<file path="src/rtl/adder_operand_packer.sv">
// Packs two OP_W-bit operands from a BEAT_W-bit valid/ready stream (A first, LS beat first)
// and presents a/b/cin to the adder. Optional carry-in capture: define ADDER_PACKER_CIN_EN.
module adder_operand_packer #(
   parameter int OP_W   = 100,
   parameter int BEAT_W = 32
) (
   input  logic              clk,
   input  logic              rst_n,
   input  logic [BEAT_W-1:0] in_data,
   input  logic              in_valid,
   output logic              in_ready,
   input  logic              in_cin,
   output logic [OP_W-1:0]   a,
   output logic [OP_W-1:0]   b,
   output logic              cin,
   output logic              op_valid,
   input  logic              op_ready
);

   localparam int NBEATS = (OP_W + BEAT_W - 1) / BEAT_W;
   localparam int CNT_W  = (NBEATS > 1) ? $clog2(NBEATS) : 1;
   localparam logic [CNT_W-1:0] LAST_BEAT = CNT_W'(NBEATS - 1);

   typedef enum logic [1:0] {
      LOAD_A  = 2'd0,
      LOAD_B  = 2'd1,
      PRESENT = 2'd2
   } state_t;

   state_t           state_reg;
   logic [CNT_W-1:0] beat_cnt_reg;
   logic [OP_W-1:0]  a_reg;
   logic [OP_W-1:0]  b_reg;
   logic [OP_W-1:0]  a_next;
   logic [OP_W-1:0]  b_next;
   logic             cin_reg;
   logic             op_valid_reg;
   logic             xfer;
   logic             last_beat;

   assign in_ready  = rst_n && (state_reg != PRESENT);
   assign xfer      = in_valid && in_ready;
   assign last_beat = (beat_cnt_reg == LAST_BEAT);

   // One lane per beat; the top lane is narrower when OP_W is not a multiple of BEAT_W,
   // so the excess in_data bits simply have no destination.
   generate
      for (genvar gi = 0; gi < NBEATS; gi++) begin : g_lane
         localparam int LO = gi * BEAT_W;
         localparam int LW = ((OP_W - LO) < BEAT_W) ? (OP_W - LO) : BEAT_W;
         logic hit_a;
         logic hit_b;
         assign hit_a = xfer && (state_reg == LOAD_A) && (beat_cnt_reg == CNT_W'(gi));
         assign hit_b = xfer && (state_reg == LOAD_B) && (beat_cnt_reg == CNT_W'(gi));
         assign a_next[LO +: LW] = hit_a ? in_data[LW-1:0] : a_reg[LO +: LW];
         assign b_next[LO +: LW] = hit_b ? in_data[LW-1:0] : b_reg[LO +: LW];
      end
   endgenerate

   always_ff @(posedge clk) begin
      if (!rst_n) begin
         state_reg    <= LOAD_A;
         beat_cnt_reg <= '0;
         a_reg        <= '0;
         b_reg        <= '0;
         op_valid_reg <= 1'b0;
      end else begin
         a_reg <= a_next;
         b_reg <= b_next;
         case (state_reg)
            LOAD_A: begin
               if (xfer) begin
                  if (last_beat) begin
                     beat_cnt_reg <= '0;
                     state_reg    <= LOAD_B;
                  end else begin
                     beat_cnt_reg <= beat_cnt_reg + 1'b1;
                  end
               end
            end
            LOAD_B: begin
               if (xfer) begin
                  if (last_beat) begin
                     beat_cnt_reg <= '0;
                     state_reg    <= PRESENT;
                     op_valid_reg <= 1'b1;
                  end else begin
                     beat_cnt_reg <= beat_cnt_reg + 1'b1;
                  end
               end
            end
            PRESENT: begin
               if (op_ready) begin
                  state_reg    <= LOAD_A;
                  op_valid_reg <= 1'b0;
               end
            end
            default: begin
               state_reg    <= LOAD_A;
               beat_cnt_reg <= '0;
               op_valid_reg <= 1'b0;
            end
         endcase
      end
   end

`ifdef ADDER_PACKER_CIN_EN
   // Carry-in rides on the first A beat and is held for the whole operation.
   always_ff @(posedge clk) begin
      if (!rst_n) begin
         cin_reg <= 1'b0;
      end else if (xfer && (state_reg == LOAD_A) && (beat_cnt_reg == '0)) begin
         cin_reg <= in_cin;
      end
   end
`else
   logic unused_cin;
   assign unused_cin = in_cin;

   always_ff @(posedge clk) begin
      cin_reg <= 1'b0;
   end
`endif

   assign a        = a_reg;
   assign b        = b_reg;
   assign cin      = cin_reg;
   assign op_valid = op_valid_reg;

endmodule

</file>
<file path="config.mk">
export PLATFORM = sky130hd
export DESIGN_NAME = adder_operand_packer
export DESIGN_NICKNAME = d
export VERILOG_FILES = /design/src/rtl/adder_operand_packer.sv
export SDC_FILE = /design/constraint.sdc
export NUM_CORES = 1
export LEC_CHECK = 0
export ABC_AREA = 1
export CORE_MARGIN = 1.5
export CORE_UTILIZATION = 40
export CTS_BUF_LIST = sky130_fd_sc_hd__clkbuf_4 sky130_fd_sc_hd__clkbuf_8 sky130_fd_sc_hd__clkbuf_16
export DETAILED_ROUTE_END_ITERATION = 8
export GPL_TIMING_DRIVEN = 0
export PLACE_DENSITY_LB_ADDON = 0.25
export SLEW_MARGIN = 20
export SYNTH_ARGS = -nofsm -noshare
export SYNTH_HDL_FRONTEND = slang
export SYNTH_SLANG_ARGS = --single-unit
</file>
<file path="constraint.sdc">
create_clock -name clk -period 3.3 [get_ports clk]
set_input_delay 0.33 -clock clk [delete_from_list [all_inputs] [get_ports clk]]
set_output_delay 0.33 -clock clk [all_outputs]
set_load 0.02 [all_outputs]
</file>
# == After elaboration in Yosys (flattened, before gate mapping) ==
# Index checks and enable logic that the tools add are counted.
# totals
register_bits,205
input_bits,37
out_inout_bits,203
# classes
addsub,1
n_eq_ne,12
n_mux,13
bitwise_logic,2
n_reduce_logical,18
# op_table
op,n
$mux 2,7
$logic_and 1x1->1,12
$ne 2x2->1 const B,6
$eq 2x2->1 const B,3
$pmux 2 s3,1
$reduce_and 5->1,1
$eq 2x1->1 const B,2
$logic_not 2->1,2
$pmux 2 s2,1
$reduce_and 4->1,1
$mux 1,3
$pmux 1 s3,1
$add 2x1->2 const B,1
$ne 2x1->1 const B,1
$not 1->1,2
$reduce_and 2->1,1
$reduce_or 2->1,1

# == Logic depth before layout (Yosys ltp) ==
# Gate-level depths: netlist of run 1.
# depth
word_depth,5
ltp_mapped,8
ltp_nobuf,7

# == Worst setup path after synthesis of run 1 ==
# No wires, ideal clock.
# synth_path
path_type,input-to-output
from,in rst_n
to,out in_ready
t_arrival_ps,1035
t_required_ps,2970
slack_ps,1935
cell_stages,4
n_path_buf,2
cell_sequence,buf_4 -> buf_2 -> inv_1 -> nor2_1
# synth_via
elab_chain_len,1
# synth_rtl
element,line_no,text
"start, declared",8,"input logic rst_n,"
$logic_and 1x1->1,41,assign in_ready = rst_n && (state_reg != PRESENT);
"end, declared",11,"output logic in_ready,"
# Every way passes these cells.

# == Final worst setup path of run 1 ==
# layout_path
from,reg state_reg[0]
to,out in_ready
# layout_via
elab_chain_len,2
# layout_rtl
element,line_no,text
"start, declared",30,state_t state_reg;
"start signal, assigned",62,state_reg <= LOAD_A;
"start signal, assigned",75,state_reg <= LOAD_B;
"start signal, assigned",85,state_reg <= PRESENT;
$ne 2x2->1,41,
$logic_and 1x1->1,41,
# Every way passes these cells.

==> out/qor.txt, run 1 <==
outcome = finished, final reports clean
final worst path period share = 64.7%
worst-path fanout max = 5
Clock Skews = 0.0109 ns
path type of the worst min-delay path = primary input to flop
headroom to the max-slew limit = 62.8%
highest ir drop seen on vdd = 342 uV
RSZ-0062 raised after global routing = no
Static Leak = 4.52 nW
average vias per placed instance = 4.94
TritonCTS clock tree = done
sequential cell area in the final layout = 4100 um^2
grt ovf = 0
Std-Cell Rows = 49
setup slack of the worst register-to-register path = 1.67 ns
count of instances resized after the clock tree is built = 0
number of sinks on the clock net = 205
syn nets = 965
Yosys warning count = 0
diode count = 0
DR WL/cell = 17.1 um
GRT Util Overall = 24.6%
number of max-cap violations = 0
number of antenna violations at the first check in global routing = 0
core outline area = 18,000 um^2
die outline width = 139 um
detailed-route via count = 7,040
drt pass-1 iters = 5
Starting DRT DRC Count = 436
floorplan die height = 139 um
final wirelength = 24,300 um
slowest cell on the critical path = sky130_fd_sc_hd__clkdlybuf4s50_1
average cell area after synthesis = 7.96 um^2
RePlAce Congestion = 0.815
count of flip-flops with a built-in enable after synthesis = 0
post-CTS setup repair buffer count = 0
cell chain of the critical path = inv_2, nand2_1, inv_1, nor2_1, clkdlybuf4s50_1
register area share after synthesis = 55.8%
sort of element at the end of the critical path = output pin
summed instance area of the synthesized netlist = 7350 um^2
Mapped Cells = 924
DRT antenna net count = 0
total CTS buffers = 22
Final Critical Period = 2.13 ns
Final Slew Violations = 0
slowest stage delay, CP = 0.61 ns
utilization after layout = 59.5%
clock transition at the registers of the reported paths = 0.06 ns
worst-margin pin slew = 0.557 ns
register bit count reported by yosys = 205
required time of the critical path = 2.97 ns
Pwr per Cell Area = 508 nW/um^2
cell at the root of the clock tree = sky130_fd_sc_hd__clkbuf_16
fraction of synthesis flops using an asynchronous set or reset pin = 0%
area grow syn2layout = 45.4%
arrival time reported for the critical path endpoint = 1.80 ns
detailed-route DRC error count = 0
final-layout fill cell count = 1,638
Setup crit start kind = flop
primary flip-flop cell chosen by synthesis mapping = sky130_fd_sc_hd__dfxtp_1
number of buffers on the longest clock path = 3
# placed instances = 1,385
top-level I/O count = 240
Setup violations, final = 0
area enclosed by the die boundary = 19,200 um^2
number of port buffers = 232
commonest non-fill, non-tap cell in the layout = sky130_fd_sc_hd__nor2_1
CTS H-tree depth = 1
via count of the first global-routing pass = 6,554
worst setup path class = flop to output pin
highest attainable clock frequency = 0.469 GHz
fraction of final layout cells with drive strength greater than 1 = 9.04%
Initial Utilization = 40.9%
hold-fix buffer count after cts = 0
area occupied by multi-input gates = 2790 um^2
largest net degree at the start of global routing = 14
number of distinct library cells after synthesis = 21
first-pass GRT wire length = 37,900 um
Layout Nets = 1,221
post-detailed-placement half-perimeter wirelength = 16,700 um
setup TNS = 0 ns
final count of hold timing violations = 0
commonest cells after routing, fill and taps aside = 398 x sky130_fd_sc_hd__nor2_1, 232 x sky130_fd_sc_hd__clkdlybuf4s50_1, 205 x sky130_fd_sc_hd__dfxtp_1
clock network latency to the later pin of the worst-skew pair = 0.50 ns
filler-free cell count of the finished design = 1,424
==> stage by stage <==
| stage | worst slack [ns] | instance area, um^2 | hold WS, ns | power, mW |
|---|---|---|---|---|
| floorplan | 1.94 | 7350 | 0.458 | 2.79 |
| global route | 1.08 | 10700 | 0.206 | 5.59 |
| detailed placement | 1.21 | 9960 | 0.457 | 3.02 |
| global placement | 1.21 | 9960 | 0.448 | 3.01 |
| finish | 1.17 | 10700 | 0.194 | 5.43 |
| CTS | 1.15 | 10700 | 0.190 | 5.46 |
==> cell type report <==
class                      count  share of cell area, %
sequential                   205                   38.4
multi-input combinational    636                   26.1
timing repair buffer         232                   21.7
clock buffer                  33                   6.50
buffer                        64                   3.58
tap                          229                   2.68
inverter                      19                  0.714
clock inverter                 6                  0.339
==> worst paths after layout <==
path,startpoint,end,depth (start not counted)
max,state_reg[0]$_SDFFE_PN0P_,in_ready,5
max reg2reg,beat_cnt_reg[0]$_SDFFE_PN0P_,a[92]$_SDFFE_PN0P_,8
min reg2reg,op_valid$_SDFFE_PN0P_,op_valid$_SDFFE_PN0P_,2
min,in_data[0],a[32]$_SDFFE_PN0P_,3
==> kinds of logic after synthesis <==
kind of cell / synth area share, %
other cells: 0.0510
fa+ha+maj: 0.681
flops: 55.8
compound gates: 14.2
simple gates: 23.0
buf+inv: 6.25
==> per-layer routing <==
layer | wire [um] | global-route usage, % | up-vias
met3 | 2040 | 6.25 | 44
li1 | - | - | 3466
met1 | 10900 | 33.5 | 3263
met2 | 10900 | 38.5 | 267
met4 | 579 | 7.31 | 0
met5 | 0 | 0 | -
==> critical path, delay by kind of cell (launching register included) <==
kind	cells	cell delay, ns
buffers and inverters	3	0.75
AND/OR/NAND/NOR	2	0.18
flip-flops	1	0.38
==> cells in the mapped netlist (2+ instances only) <==
cell type | instances | area share [%]
sky130_fd_sc_hd__nor2_1 | 398 | 20
sky130_fd_sc_hd__dfxtp_1 | 205 | 56
sky130_fd_sc_hd__o21ai_0 | 150 | 10
sky130_fd_sc_hd__o21ai_1 | 54 | 3.7
sky130_fd_sc_hd__buf_2 | 27 | 1.8
sky130_fd_sc_hd__clkbuf_1 | 20 | 1.0
sky130_fd_sc_hd__buf_6 | 12 | 1.8
sky130_fd_sc_hd__inv_1 | 11 | 0.56
sky130_fd_sc_hd__nor2_2 | 8 | 0.68
sky130_fd_sc_hd__inv_2 | 6 | 0.31
sky130_fd_sc_hd__nor2_4 | 6 | 0.92
sky130_fd_sc_hd__a21oi_1 | 5 | 0.34
sky130_fd_sc_hd__nand2_1 | 5 | 0.26
sky130_fd_sc_hd__ha_1 | 4 | 0.68
sky130_fd_sc_hd__buf_4 | 3 | 0.31
sky130_fd_sc_hd__clkbuf_4 | 2 | 0.20
sky130_fd_sc_hd__inv_4 | 2 | 0.17
sky130_fd_sc_hd__nand3_1 | 2 | 0.14
sky130_fd_sc_hd__nand4_4 | 2 | 0.58
==> report_power, final <==
group,internal [mW],switching [mW],total (mW)
Combinational,0.164,0.249,0.413
Sequential,2.52,0.0280,2.55
Clock,1.46,1.01,2.47
Total,4.14,1.29,5.43
No activity file was read; power rests on OpenSTA's default activity.
==> run 2, diff against run 1 <==
==> constraint.sdc (replaced) <==
create_clock -name clk -period 1.7 [get_ports clk]
set_input_delay 0.17 -clock clk [delete_from_list [all_inputs] [get_ports clk]]
set_output_delay 0.17 -clock clk [all_outputs]
set_load 0.02 [all_outputs]
==> out/qor.txt, run 2 (same netlist as run 1, synthesis figures left out) <==
number of buffers on the longest clock path = 3 (unchanged)
final-layout fill cell count = 1,639 (was 1,638)
RePlAce Congestion = 0.815 (unchanged)
via count of the first global-routing pass = 6,554 (unchanged)
clock network latency to the later pin of the worst-skew pair = 0.50 ns (about the same)
required time of the critical path = 1.53 ns (was 2.97 ns)
worst-path fanout max = 2 (was 5)
total CTS buffers = 22 (unchanged)
highest ir drop seen on vdd = 662 uV (was 342 uV)
DRT antenna net count = 0 (unchanged)
arrival time reported for the critical path endpoint = 1.49 ns (was 1.80 ns)
final worst path period share = 97.4%
# placed instances = 1,385 (unchanged)
Layout Nets = 1,224 (was 1,221)
Starting DRT DRC Count = 473 (was 436)
slowest cell on the critical path = sky130_fd_sc_hd__clkdlybuf4s50_1 (unchanged)
filler-free cell count of the finished design = 1,427 (was 1,424)
number of antenna violations at the first check in global routing = 0 (unchanged)
cell chain of the critical path = clkdlybuf4s50_1 (was inv_2, nand2_1, inv_1, nor2_1, clkdlybuf4s50_1)
Initial Utilization = 40.9% (unchanged)
worst-margin pin slew = 0.559 ns (was 0.557 ns)
Static Leak = 4.60 nW (was 4.52 nW)
Final Critical Period = 1.66 ns
Pwr per Cell Area = 983 nW/um^2 (was 508 nW/um^2)
cell depth of the worst min-delay path = 3 (unchanged)
outcome = finished, final reports clean (unchanged)
sort of element at the end of the critical path = output pin (unchanged)
Std-Cell Rows = 49 (unchanged)
worst setup path class = flop to output pin (unchanged)
TritonCTS clock tree = done (unchanged)
drt pass-1 iters = 4 (was 5)
largest net degree at the start of global routing = 14 (unchanged)
floorplan die height = 139 um (unchanged)
path type of the worst min-delay path = primary input to flop (unchanged)
die outline width = 139 um (unchanged)
Post-Layout Inst Area = 10,700 um^2 (about the same)
commonest non-fill, non-tap cell in the layout = sky130_fd_sc_hd__nor2_1 (unchanged)
GRT Util Overall = 24.6% (unchanged)
headroom to the max-slew limit = 62.7% (was 62.8%)
sequential cell area in the final layout = 4100 um^2 (unchanged)
number of port buffers = 232 (unchanged)
detailed-route via count = 7,038 (was 7,040)
top-level I/O count = 240 (unchanged)
DR WL/cell = 17.1 um (about the same)
commonest cells after routing, fill and taps aside = 398 x sky130_fd_sc_hd__nor2_1, 228 x sky130_fd_sc_hd__clkdlybuf4s50_1, 205 x sky130_fd_sc_hd__dfxtp_1 (was 398 x sky130_fd_sc_hd__nor2_1, 232 x sky130_fd_sc_hd__clkdlybuf4s50_1, 205 x sky130_fd_sc_hd__dfxtp_1)
area occupied by multi-input gates = 2790 um^2 (unchanged)
Clock Skews = 0.0106 ns (was 0.0109 ns)
fraction of final layout cells with drive strength greater than 1 = 9.35% (was 9.04%)
diode count = 0 (unchanged)
area grow syn2layout = 45.9% (was 45.4%)
post-detailed-placement half-perimeter wirelength = 16,700 um (unchanged)
CTS H-tree depth = 1 (unchanged)
detailed-route DRC error count = 0 (unchanged)
slowest stage delay, CP = 0.62 ns (was 0.61 ns)
average vias per placed instance = 4.93 (was 4.94)
grt ovf = 0 (unchanged)
cell at the root of the clock tree = sky130_fd_sc_hd__clkbuf_16 (unchanged)
dpl cell area = 9960 um^2 (unchanged)
sum of buffers and inverters on the critical path = 1 (was 3)
Worst Reg-to-Reg Cells = 7 (was 8)
Crit path max-delay family = buffers and inverters (unchanged)
Setup violations, final = 0 (unchanged)
area enclosed by the die boundary = 19,200 um^2 (unchanged)
core outline area = 18,000 um^2 (unchanged)
clock transition at the registers of the reported paths = 0.06 ns (about the same)
number of sinks on the clock net = 205 (unchanged)
Setup crit start kind = flop (unchanged)
number of max-cap violations = 0 (unchanged)
final wirelength = 24,500 um (was 24,300 um)
highest attainable clock frequency = 0.604 GHz
final count of hold timing violations = 0 (unchanged)
Final Slew Violations = 0 (unchanged)
WP depth = 1 (was 5)
first-pass GRT wire length = 37,900 um (unchanged)
run 2: cell count changes in the layout (fill, tap and decap cells not counted):
cell,delta
sky130_fd_sc_hd__buf_4,+3
sky130_fd_sc_hd__clkbuf_2,+1
sky130_fd_sc_hd__buf_2,-3
sky130_fd_sc_hd__clkdlybuf4s50_1,-4
sky130_fd_sc_hd__clkbuf_4,+3
sky130_fd_sc_hd__dlymetal6s2s_1,+3
run 2: what timing repair did:
item | 4_1_cts | 5_1_grt
hold buffers | 0 | 0
gates cloned | 0 | 0
pin swaps | 0 | 2
setup endpoints to repair | 1 | 18
buffers inserted | 0 | 3
resized for setup | 2 | 7
run 2: layout make-up:
cell class / count / share of cell area, %
well taps: 229 / 2.67
repair buffers: 235 / 21.9
multi-input cells: 636 / 26.0
clock inverters: 6 / 0.338
plain buffers: 64 / 3.64
clock buffers: 33 / 6.48
flip-flops and latches: 205 / 38.3
inverters: 19 / 0.712
run 2: per-stage QoR:
stage	power, mW	setup WS [ns]	setup TNS [ns]	utilization, %	hold WS [ns]
floorplan	5.42	0.431	0	-	0.298
finish	10.5	0.0435	0	59.7	0.0321
global placement	5.85	-0.226	-21.80	55.5	0.448
detailed placement	5.85	-0.234	-24.08	55.5	0.457
global route	10.9	-0.000894	-0.000894	59.7	0.0457
CTS	10.6	0.00918	0	59.5	0.0300
run 2: final timing paths:
kind,startpoint,end,slack (ns)
setup / recovery,a[11]$_SDFFE_PN0P_,a[11],0.04
hold / removal,in_data[0],a[32]$_SDFFE_PN0P_,0.03
setup reg to reg,state_reg[0]$_SDFFE_PN0P_,a[92]$_SDFFE_PN0P_,0.10
hold reg to reg,op_valid$_SDFFE_PN0P_,op_valid$_SDFFE_PN0P_,0.46
run 2: worst reg2reg max path: stages, from the launching register on:
cell and delay (ns):
sky130_fd_sc_hd__dfxtp_1 0.34, sky130_fd_sc_hd__inv_2 0.11, sky130_fd_sc_hd__nand4_4 0.17, sky130_fd_sc_hd__nor2_4 0.30
sky130_fd_sc_hd__inv_2 0.17, sky130_fd_sc_hd__clkbuf_4 0.22, sky130_fd_sc_hd__nor2_1 0.12, sky130_fd_sc_hd__nor2_1 0.06
run 2: metal layers:
metal	GRT usage [%]	share of wire, %
met4	7.31	2.4
met2	38.5	45
met1	33.5	45
met5	0	0
met3	6.25	8.0
run 2: report_power, final:
group	internal (mW)	switching, mW	leakage [nW]
clock	2.83	1.96	0.373
combinational	0.319	0.485	2.57
sequential	4.90	0.0545	1.66
total	8.04	2.50	4.60
